<file path="config.mk">
export PLATFORM = sky130hd
export DESIGN_NAME = palette_ctl
export DESIGN_NICKNAME = d
export VERILOG_FILES = /design/src/rtl/palette_pkg.sv /design/src/rtl/palette_rgb_expand.sv /design/src/rtl/palette_ctl.sv
export SDC_FILE = /design/constraint.sdc
export NUM_CORES = 1
export LEC_CHECK = 0
export BUFFER_PORTS_ARGS = -buffer_cell sky130_fd_sc_hd__buf_2
export CAP_MARGIN = 20
export CORE_AREA = 2 2 64 66
export CTS_BUF_LIST = sky130_fd_sc_hd__clkbuf_4
export DETAILED_ROUTE_END_ITERATION = 8
export DIE_AREA = 0 0 66 68
export PLACE_DENSITY = 0.82
export SYNTH_ARGS = -nofsm -noshare
export SYNTH_HDL_FRONTEND = slang
export SYNTH_SLANG_ARGS = --single-unit
</file>
<file path="constraint.sdc">
create_clock -name clk -period 1.9 [get_ports clk]
set_input_delay 0.095 -clock clk [delete_from_list [all_inputs] [get_ports clk]]
set_output_delay 0.095 -clock clk [all_outputs]
set_load 0.1 [all_outputs]
</file>
<file path="src/rtl/palette_pkg.sv">
// Shared definitions for the palette controller: colour byte layout,
// index width, write-slot states and the stall counter sizing helper.
package palette_pkg;

  localparam int IdxW  = 4;
  localparam int ColW  = 8;
  localparam int CompW = 4;

  // Colour byte is {B[7:6], G[5:3], R[2:0]}
  localparam int RPos = 0;
  localparam int RW   = 3;
  localparam int GPos = 3;
  localparam int GW   = 3;
  localparam int BPos = 6;
  localparam int BW   = 2;

  localparam int StallMaxDefault = 255;

  typedef enum logic {
    EMPTY   = 1'b0,
    PENDING = 1'b1
  } slotState_e;

  function automatic int cntWidth(input int maxVal);
    return (maxVal < 2) ? 1 : $clog2(maxVal + 1);
  endfunction

endpackage

</file>
<file path="src/rtl/palette_rgb_expand.sv">
// Widens a packed palette byte into three 4-bit colour components by
// replicating the top bits of each field.
module palette_rgb_expand
  import palette_pkg::*;
(
  input  logic [ColW-1:0]  colour_i,
  output logic [CompW-1:0] r_o,
  output logic [CompW-1:0] g_o,
  output logic [CompW-1:0] b_o
);

  logic [RW-1:0] rField;
  logic [GW-1:0] gField;
  logic [BW-1:0] bField;

  assign rField = colour_i[RPos +: RW];
  assign gField = colour_i[GPos +: GW];
  assign bField = colour_i[BPos +: BW];

  assign r_o = {rField, rField[RW-1]};
  assign g_o = {gField, gField[GW-1]};
  assign b_o = {bField, bField};

endmodule

</file>
<file path="src/rtl/palette_ctl.sv">
// Palette RAM controller: shares one RAM port between the pixel lookup
// pipeline and a single-entry CPU write slot with bounded starvation.
module palette_ctl
  import palette_pkg::*;
#(
  parameter int STALL_MAX = StallMaxDefault
)
(
  input  logic             clk,
  input  logic             reset_n,
  input  logic             wr_stb,
  input  logic [IdxW-1:0]  wr_idx,
  input  logic [ColW-1:0]  wr_data,
  output logic             wr_busy,
  input  logic             pix_valid,
  input  logic [IdxW-1:0]  pix_idx,
  output logic [IdxW-1:0]  ram_ad,
  output logic [ColW-1:0]  ram_din,
  output logic             ram_ce,
  output logic             ram_oce,
  output logic             ram_wre,
  input  logic [ColW-1:0]  ram_dout,
  output logic             rgb_valid,
  output logic [CompW-1:0] rgb_r,
  output logic [CompW-1:0] rgb_g,
  output logic [CompW-1:0] rgb_b
);

  localparam int            CntW       = cntWidth(STALL_MAX);
  localparam logic [CntW-1:0] StallLimit = CntW'(STALL_MAX);

  slotState_e       state_q, state_d;
  logic [IdxW-1:0]  idx_q, idx_d;
  logic [ColW-1:0]  data_q, data_d;
  logic [CntW-1:0]  stallCnt_q, stallCnt_d;

  logic             rdValid_q;
  logic             stolen_q;
  logic             rgbValid_q;
  logic [CompW-1:0] rgbR_q, rgbG_q, rgbB_q;
  logic [3*CompW-1:0] lastColour_q;

  logic             pending;
  logic             steal;
  logic             doWrite;
  logic             doRead;
  logic [CompW-1:0] expR, expG, expB;

  assign pending = (state_q == PENDING);
  assign steal   = pending & pix_valid & (stallCnt_q == StallLimit);
  assign doWrite = pending & (~pix_valid | steal);
  // Pixel reads are combinational from the inputs, so reset must mask them
  assign doRead  = pix_valid & ~steal & reset_n;

  always_comb begin
    ram_ad  = '0;
    ram_din = '0;
    if (doWrite) begin
      ram_ad  = idx_q;
      ram_din = data_q;
    end else if (doRead) begin
      ram_ad  = pix_idx;
    end
  end

  assign ram_ce  = doWrite | doRead;
  assign ram_wre = doWrite;
  assign ram_oce = 1'b1;
  assign wr_busy = pending;

  // A strobe always lands in the slot; draining with a strobe re-arms it
  always_comb begin
    state_d    = state_q;
    idx_d      = idx_q;
    data_d     = data_q;
    stallCnt_d = stallCnt_q;
    if (wr_stb) begin
      idx_d   = wr_idx;
      data_d  = wr_data;
      state_d = PENDING;
    end else if (doWrite) begin
      state_d = EMPTY;
    end
    if (!pending || doWrite) begin
      stallCnt_d = '0;
    end else begin
      stallCnt_d = stallCnt_q + 1'b1;
    end
  end

  palette_rgb_expand uExpand (
    .colour_i (ram_dout),
    .r_o      (expR),
    .g_o      (expG),
    .b_o      (expB)
  );

  always_ff @(posedge clk or negedge reset_n) begin
    if (!reset_n) begin
      state_q      <= EMPTY;
      idx_q        <= '0;
      data_q       <= '0;
      stallCnt_q   <= '0;
      rdValid_q    <= 1'b0;
      stolen_q     <= 1'b0;
      rgbValid_q   <= 1'b0;
      rgbR_q       <= '0;
      rgbG_q       <= '0;
      rgbB_q       <= '0;
      lastColour_q <= '0;
    end else begin
      state_q    <= state_d;
      idx_q      <= idx_d;
      data_q     <= data_d;
      stallCnt_q <= stallCnt_d;
      rdValid_q  <= doRead;
      stolen_q   <= steal;
      // A stolen pixel slot repeats the last real colour rather than RAM data
      if (rdValid_q) begin
        rgbValid_q               <= 1'b1;
        {rgbR_q, rgbG_q, rgbB_q} <= {expR, expG, expB};
        lastColour_q             <= {expR, expG, expB};
      end else if (stolen_q) begin
        rgbValid_q               <= 1'b1;
        {rgbR_q, rgbG_q, rgbB_q} <= lastColour_q;
      end else begin
        rgbValid_q               <= 1'b0;
        {rgbR_q, rgbG_q, rgbB_q} <= '0;
      end
    end
  end

  assign rgb_valid = rgbValid_q;
  assign rgb_r     = rgbR_q;
  assign rgb_g     = rgbG_q;
  assign rgb_b     = rgbB_q;

endmodule

</file>
# After elaboration in Yosys (flattened, before gate mapping)
# Cells that the tools add are included.
[word_totals]
elab_cells = 39
out_inout_bits = 29
regBits = 48
in_bits = 28
[op_classes]
n_mux = 14
n_reduce_logical = 3
addsub = 1
n_eq_ne = 1
bitwise_logic = 9
[op_table]
columns = ["cell", "n"]
rows = [
  ["$mux W4", 8],
  ["$mux W8", 2],
  ["$add A8 B1 Y8 const B", 1],
  ["$eq A8 B8 Y1 const B", 1],
  ["$and A1 B1 Y1", 5],
  ["$mux W1", 4],
  ["$not A1 Y1", 2],
  ["$or A1 B1 Y1", 2],
  ["$reduce_bool A2 Y1", 1],
  ["$logic_not A1 Y1", 1],
  ["$logic_or A1 B1 Y1", 1],
]

# Depth between registers and ports, before layout
# Gate-level depths: netlist of run 1.
[logic_depth]
word_depth = 7
ltp_mapped = 5
ltp_nobuf = 4

# Modules after synthesis
# From an unflattened synthesis of run 1, not the netlist that was laid out.
[unflattened]
cells_unflattened = 157
area_unflattened_um2 = 2011.9
[modules_own_cells]
columns = ["mod", "n_inst", "seq_area_each_um2", "area_each_um2", "cells_each"]
rows = [
  ["palette_ctl", 1, 1201.2, 1921.8, 145],
  ["palette_rgb_expand", 1, 0.0, 90.1, 12],
]

# Worst setup path after synthesis of run 1
# Ideal clock, no wire load.
[synth_timing]
path_kind = "register to output"
startpoint = "register state_q (netlist: wr_busy)"
endpoint = "output port ram_din[0]"
arrival_ns = 2.530
t_required_ns = 1.805
stages_incl_launch_ff = 5
path_slack_ns = -0.725
n_path_buf = 1
cell_sequence = "dfrtp_1 > nand4_1 > o22ai_2 > buf_6 > and2_1"
[synth_via]
elab_chain_len = 5
[synth_rtl]
columns = ["item", "line_no", "rtl"]
rows = [
  ["start, declared", "palette_ctl.sv:32", "slotState_e state_q, state_d;"],
  ["start signal, assigned", "palette_ctl.sv:112", "state_q <= state_d;"],
  ["$and A1 B1 Y1 (2 in a row)", "palette_ctl.sv:50", "assign steal = pending & pix_valid & (stallCnt_q == StallLimit);"],
  ["$or A1 B1 Y1", "palette_ctl.sv:51", "assign doWrite = pending & (~pix_valid | steal);"],
  ["$and A1 B1 Y1 *", "palette_ctl.sv:51", ""],
  ["via ram_wre", "palette_ctl.sv:21", "output logic ram_wre,"],
  ["$mux W8 *", "palette_ctl.sv:58", "if (doWrite) begin"],
  ["end, declared", "palette_ctl.sv:18", "output logic [ColW-1:0] ram_din,"],
]
# Mark *: on every way through the listed nets, which the timed path passes. The rest lies on a longest branch.

# Worst setup path in the final report of run 1
[layout_timing]
startpoint = "register stallCnt_q[1]"
endpoint = "output port ram_ad[0]"
[layout_via]
elab_chain_len = 7
word_cells_on_any_way = 9
cone_classes = "eq/ne: 1; mux: 2; bitwise: 6"
[layout_rtl]
columns = ["item", "line_no", "rtl"]
rows = [
  ["start, declared", "palette_ctl.sv:35", "logic [CntW-1:0] stallCnt_q, stallCnt_d;"],
  ["start signal, assigned", "palette_ctl.sv:115", "stallCnt_q <= stallCnt_d;"],
  ["$eq A8 B8 Y1", "palette_ctl.sv:50", ""],
  ["$and A1 B1 Y1", "palette_ctl.sv:50", ""],
  ["$not A1 Y1", "palette_ctl.sv:53", "assign doRead = pix_valid & ~steal & reset_n;"],
  ["$and A1 B1 Y1 (2 in a row)", "palette_ctl.sv:53", ""],
  ["via doRead", "palette_ctl.sv:46", "logic doRead;"],
  ["$mux W4", "palette_ctl.sv:61", "end else if (doRead) begin"],
  ["$mux W4", "palette_ctl.sv:58", ""],
  ["end, declared", "palette_ctl.sv:17", "output logic [IdxW-1:0] ram_ad,"],
]
# The timed path passes the listed nets, and every way through them passes these cells.

==> results.toml, run 1 <==
[power_and_ir_drop]
cellPowerDensity_nw_per_um2 = 812.7
static_leakage_power_nw = 1.194
irDropWorstVdd_uv = 421.7

[worst_setup_path]
critical_path.reg2reg.endpoint = "stallCnt_q[5]"
worst-endpoint-required_ps = 1800
critPathLaunch = "stallCnt_q[1]"
r2r-start = "stallCnt_q[1]"
worstRegToRegCells = 5
worst-r2r-setup-slack_ps = 530
timing.critical_path.to_type = "output port"
critical_path.startpoint_type = "flip-flop"
worstPathArrival_ps = 1800
worstSetupEndpoint = "ram_ad[0]"
critical_path.max_fanout = 5
critical_path_class = "flip-flop to output port"

[synthesis]
synth_cell_types = 29
ys_top_cells_by_area = "sky130_fd_sc_hd__dfrtp_1 (60%), sky130_fd_sc_hd__mux2_2 (14%), sky130_fd_sc_hd__and2_1 (3.0%)"
synth_edf_count = 0
synth.cell_area_um2 = 1662
share_of_synthesized_registers_carrying_an_async_set_or_reset_pct = 100.0
synth_seq_area_share_pct = 60.24
mean_syn_cell_area_um2 = 13.19
netlist.top_cell.by_area = "sky130_fd_sc_hd__dfrtp_1"
ys_ff_latch = 40
yosys_warnings = 0
synth_top_area_share_pct = 60.24
yosys_most_used_dff = "sky130_fd_sc_hd__dfrtp_1"
syn-num-nets = 155
syn_inst = 126

[route]
dr.max_layer_used = "met4"
detailroute.wirelength.met2_um = 2052
drt_iter0_drc = 50
finalWirelength_um = 3977
drtPass1Iterations = 2
drc = 0
postRouteAntennaNets = 0
routed-via-count = 1258
wirelength_met1_um = 1554
vias_per_cell = 4.838
routed-wl-met3_um = 303
wire_per_inst_um = 15.30

[die]
std_cell_core_area_um2 = 3856
floorplan.die_area_um2 = 4488
die_w_um = 66
ios = 57
floorplan.initialDensity_pct = 43.09
std_cell_rows = 23
fp.dieH_um = 68

[placed_design]
dpl.cell_count = 225
buffer_ports.inserted = 55
hpwl_um = 2368
gp_congestion = 0.8257

[sta]
finalSetupViolations = 0
timing.setup.tns_ps = 0
min_period_ps = 1893
timing.final.hold_violations = 0
max_clock_freq_mhz = 528.4
drv_slew = 0
timing_worst_slew_pin_value_ps = 566.5
fin_skew_ps = 7.874
rsz_0062_raised_after_global_routing = "yes"
layout_worst_path_cycle_share_pct = 99.61
slew_headroom_pct = 62.09

[clock_tree]
clock_path_buffers = 2
cell_at_the_root_of_the_clock_tree = "sky130_fd_sc_hd__clkbuf_4"
cts_max_level = 2
clk_pin_slew_ps = 130
numCtsBuffers = 5
cts_tree = "yes"
clock_latency_ps = 350
cts_num_sinks = 40

[finish]
antenna_cell_count = 0
instances_no_fill = 260
layout-drive-gt1-share_pct = 52.38
finalNetCount = 238
area.growth.synth_to_final_pct = 52.64

[global_route]
grt_start_max_net_pins = 38
grt_overflow_total = 0
vias_in_the_first_global_route = 1378
antenna_found_initial = 0
globalRouteTotalUtil_pct = 18.78
grt_first_pass_wirelength_um = 6113

[job]
drv_cap = 0

[run_status]
outcome = "finished, final reports clean"

[worst_hold_path]
timing.hold.worst.class = "input pin to asynchronous set/reset pin"
==> registers in the layout, summed over array words and instances, names as in the netlist <==
signal        flops
data_q            8
lastColour_q      8
stallCnt_q        8
idx_q             4
rgb_g             3
rgb_r             3
rgb_b             2
rdValid_q         1
rgb_valid         1
stolen_q          1
wr_busy           1
==> per-stage QoR <==
stage	instance area [um2]	power [mW]	util [%]	hold slack, ps	worst slack [ps]
finish	2536	2.061	65.77	78.28	7.414
global route	2536	2.151	65.77	73.11	-84.88
CTS	2475	2.046	64.18	55.95	-17.97
detailed placement	2183	1.587	56.62	-67.65	305.5
global placement	2183	1.576	56.62	-68.64	351.0
floorplan	1679	1.398	-	-200.6	-119.0
==> worst max-delay path, cell delays in order, from the launching register on <==
cell	delay, ps
sky130_fd_sc_hd__dfrtp_1	380
sky130_fd_sc_hd__ha_2	180
sky130_fd_sc_hd__nand4_1	140
sky130_fd_sc_hd__o211a_4	310
sky130_fd_sc_hd__a22o_4	270
sky130_fd_sc_hd__buf_12	160
==> what timing repair did <==
action                                  in CTS  in global routing
resized for setup                            1                  9
hold buffers                                21                  0
endpoints found under the hold margin       60                  0
pin swaps                                    2                  7
setup buffers                                3                  2
endpoints found under the setup margin      13                 13
gates cloned                                 0                  1
==> cell usage in the layout (no fill, tap or decap), types with 3 or more instances in the layout <==
master	count
sky130_fd_sc_hd__buf_2	41
sky130_fd_sc_hd__dfrtp_1	39
sky130_fd_sc_hd__dlygate4sd3_1	21
sky130_fd_sc_hd__mux2_2	20
sky130_fd_sc_hd__buf_12	14
sky130_fd_sc_hd__nor2b_1	8
sky130_fd_sc_hd__and2_2	7
sky130_fd_sc_hd__nor2_1	6
sky130_fd_sc_hd__buf_4	6
sky130_fd_sc_hd__clkbuf_4	5
sky130_fd_sc_hd__inv_1	4
sky130_fd_sc_hd__a22o_4	4
sky130_fd_sc_hd__a21oi_1	3
==> cell families after synthesis <==
group | Yosys count | share of synthesized area, %
compound gates | 14 | 6.928
xor+xnor | 3 | 1.582
fa+ha+maj | 1 | 0.7529
buf+inv | 12 | 4.443
flops | 40 | 60.24
mux | 20 | 13.55
other cells | 1 | 0.2257
simple gates | 35 | 12.27
==> routing by layer <==
metal / global-route usage, % / vias to the layer above
li1: - / 587
met1: 18.52 / 608
met2: 35.61 / 57
met3: 6.743 / 6
met4: 7.908 / 0
met5: 0 / -
==> cell usage after synthesis (3+ instances only) <==
cell	n
sky130_fd_sc_hd__nor2b_1	8
sky130_fd_sc_hd__a22o_1	4
sky130_fd_sc_hd__a21oi_1	3
sky130_fd_sc_hd__inv_1	4
sky130_fd_sc_hd__mux2_2	20
sky130_fd_sc_hd__and2_1	8
sky130_fd_sc_hd__buf_4	5
sky130_fd_sc_hd__nor2_1	6
sky130_fd_sc_hd__dfrtp_1	40
==> worst min path at each step <==
stage,from,to,slack [ps],cells past startpoint
finish,reset_n,idx_q[2],80,2
floorplan,reset_n,data_q[0],-200,0
global placement,reset_n,rdValid_q,-70,1
detailed placement,reset_n,rdValid_q,-70,1
CTS,pix_valid,rdValid_q,60,2
global route,reset_n,rdValid_q,70,2
==> report_power, final <==
part / switching [mW] / internal (mW) / total, mW
Clock: 0.288 / 0.139 / 0.427
Sequential: 0.0332 / 0.918 / 0.951
Combinational: 0.437 / 0.245 / 0.682
==> area by class of cell <==
cell class,instances,area (um2)
fill,286,1320
clock inverter,3,18.77
timing repair buffer,84,763.2
tap,50,62.56
clock buffer,5,37.54
inverter,4,15.01
sequential,40,1002
multi-input combinational,74,636.9
Power figures use the tool's default switching activity.
==> inputs of run 2 (changes only) <==
- CELL_PAD_IN_SITES_DETAIL_PLACEMENT: not set -> 2
- CELL_PAD_IN_SITES_GLOBAL_PLACEMENT: not set -> 2
- CORE_AREA: 2 2 64 66 -> 2 2 72 74
- DIE_AREA: 0 0 66 68 -> 0 0 74 76
- PLACE_DENSITY: 0.82 -> 0.95
==> results.toml, run 2 (synthesized netlist as in run 1, its figures left out) <==
[finish]
n_fill_cell = 488
postLayoutCoreUtil_pct = 52.01
finalNetCount = 238
layout-drive-gt1-share_pct = 52.63
area.growth.synth_to_final_pct = 53.76
layout_commonest_cell = "sky130_fd_sc_hd__buf_2"
reg.largest.list = "data_q: 8 flops, lastColour_q: 8 flops, stallCnt_q: 8 flops"
most-common-layout-cells = "sky130_fd_sc_hd__buf_2 (41), sky130_fd_sc_hd__dfrtp_1 (39), sky130_fd_sc_hd__dlygate4sd3_1 (21)"
antenna_cell_count = 0

[sta]
rsz_0062_raised_after_global_routing = "yes"
drv_slew = 0
min_period_ps = 1956
timing.final.hold_violations = 0
layout_worst_path_cycle_share_pct = 103.0
postLayoutSetupSlackWorst_ps = -56.21
slew_headroom_pct = 61.16
timing_worst_slew_pin_value_ps = 580.4
finalSetupViolations = 12
fin_skew_ps = 6.624
worst_hold_slack_ps = 79.39
max_clock_freq_mhz = 511.2

[global_route]
globalRouteTotalUtil_pct = 17.40
grt_overflow_total = 0
grt_first_pass_wirelength_um = 7279
grt_start_max_net_pins = 23
antenna_found_initial = 0
vias_in_the_first_global_route = 1532

[power_and_ir_drop]
power.combinational.fraction_pct = 33.4
clock_power_share_pct = 20.0
cellPowerDensity_nw_per_um2 = 802.4
static_leakage_power_nw = 1.196
cell_internal_pwr_mw = 1.317
sequential_share_of_power_pct = 46.5
fraction_of_power_spent_switching_nets_pct = 35.75
irDropWorstVdd_uv = 302.4
sw_power_mw = 0.7328

[placed_design]
gp_congestion = 0.6916
hpwl_um = 3201
buffer_ports.inserted = 55

[worst_setup_path]
worst-r2r-setup-slack_ps = 540
crit_path_max_incr_delay_ps = 420
cpLargestDelayFamily = "compound AO/OA/AOI/OAI gates"
crit_path_cell_trace = "ha_4, nand4_1, o22ai_2, buf_6, a22o_2, buf_12"
crit_path_top_delay_cell = "sky130_fd_sc_hd__dfrtp_1"
worstRegToRegCells = 4
critical_path_class = "flip-flop to output port"
crit_cells = 6
timing.critical_path.to_type = "output port"
critical_path.startpoint_type = "flip-flop"
cp_num_buf_inv = 2
critPathLaunch = "stallCnt_q[1]"
worstSetupEndpoint = "ram_ad[1]"
critical_path.reg2reg.endpoint = "stallCnt_q[3]"
critical_path.max_fanout = 6
worstPathArrival_ps = 1860
r2r-start = "stallCnt_q[1]"
worst-endpoint-required_ps = 1800

[run_status]
outcome = "finished, violations left"
violations = "negative setup slack"

[job]
drv_cap = 0

[die]
floorplan.initialDensity_pct = 33.83
ios = 57
fp.dieH_um = 76
floorplan.die_area_um2 = 5624
std_cell_rows = 26
die_w_um = 74
std_cell_core_area_um2 = 4912

[route]
finalWirelength_um = 4456
postRouteAntennaNets = 0
routed-via-count = 1291
drtPass1Iterations = 3
detailroute.wirelength.met2_um = 2523
vias_per_cell = 4.627
drt_iter0_drc = 19
drc = 0
dr.max_layer_used = "met4"
wire_per_inst_um = 15.97
wirelength_met1_um = 1596
routed-wl-met3_um = 252

[clock_tree]
cts_num_sinks = 40
clock_path_buffers = 2
cts_tree = "yes"
cell_at_the_root_of_the_clock_tree = "sky130_fd_sc_hd__clkbuf_4"
clock_latency_ps = 340
cts_max_level = 2
numCtsBuffers = 5
clk_pin_slew_ps = 110

[worst_hold_path]
timing.hold.worst.class = "input pin to flip-flop"
run 2: cell types whose count changed in the layout (fill, tap and decap cells not counted), moves of 2 or more:
| cell | before | now |
|---|---|---|
| sky130_fd_sc_hd__a22o_2 | 0 | 3 |
| sky130_fd_sc_hd__and2_4 | 1 | 8 |
| sky130_fd_sc_hd__and2_2 | 7 | 0 |
| sky130_fd_sc_hd__clkinvlp_4 | 2 | 0 |
| sky130_fd_sc_hd__a22o_4 | 4 | 1 |
run 2: how the worst min path moves through the flow:
stage                    from       endpoint  slack, ps  depth (start not counted)
finish              pix_valid      rdValid_q         80                          2
CTS                 pix_valid      rdValid_q         60                          2
global route        pix_valid      rdValid_q         50                          2
floorplan             reset_n      data_q[0]       -200                          0
global placement      reset_n  stallCnt_q[2]        -60                          1
detailed placement    reset_n  stallCnt_q[2]        -50                          1
run 2: layout make-up:
cell class | instances | area, um2 | area share, %
Clock buffer | 6 | 45.04 | 1.763
Timing Repair Buffer | 84 | 767.0 | 30.02
Multi-Input combinational cell | 74 | 633.1 | 24.78
Inverter | 4 | 15.01 | 0.5877
Sequential cell | 40 | 1002 | 39.23
Tap cell | 70 | 87.58 | 3.428
Clock inverter | 1 | 5.005 | 0.1959
run 2: power by group through the flow:
stage          Sequential (mW)  Clock (mW)  Combinational [mW]
3_3_place_gp             0.964           0               0.615
6_report                 0.954       0.411               0.686
2_1_floorplan             1.05           0               0.346
3_5_place_dp             0.970           0               0.629
5_1_grt                  0.962       0.479               0.718
4_1_cts                  0.954       0.440               0.685
run 2: repair_timing:
| item | in CTS | in global routing |
|---|---|---|
| gates resized for setup | 12 | 3 |
| hold buffers | 21 | 0 |
| endpoints found under the hold margin | 60 | 0 |
| cloned | 1 | 0 |
| setup buffers | 3 | 1 |
| pin swaps | 2 | 11 |
| endpoints found under the setup margin | 12 | 13 |
run 2: worst register-to-register path, stage by stage (launching register included):
cell	delay, ps
sky130_fd_sc_hd__dfrtp_1	420
sky130_fd_sc_hd__ha_4	170
sky130_fd_sc_hd__nand3_2	130
sky130_fd_sc_hd__o21bai_1	410
sky130_fd_sc_hd__nor2_1	100
run 2: metal layers:
layer / vias to the layer above / global-route usage [%]
met5: - / 0
met4: 0 / 7.091
met3: 7 / 4.630
met2: 51 / 31.79
met1: 645 / 18.20
li1: 588 / -
run 2: stage by stage:
step / setup slack, ps / area, um2 / total power, mW / std cells / setup TNS, ps
6_report: -56.21 / 2555 / 2.050 / 279 / -497.1
3_3_place_gp: 343.7 / 2216 / 1.579 / 246 / 0
4_1_cts: -89.54 / 2537 / 2.080 / 278 / -898.8
5_1_grt: -140.7 / 2555 / 2.159 / 279 / -1586
2_1_floorplan: -119.0 / 1679 / 1.398 / 126 / -1007
3_5_place_dp: 227.8 / 2216 / 1.599 / 246 / 0
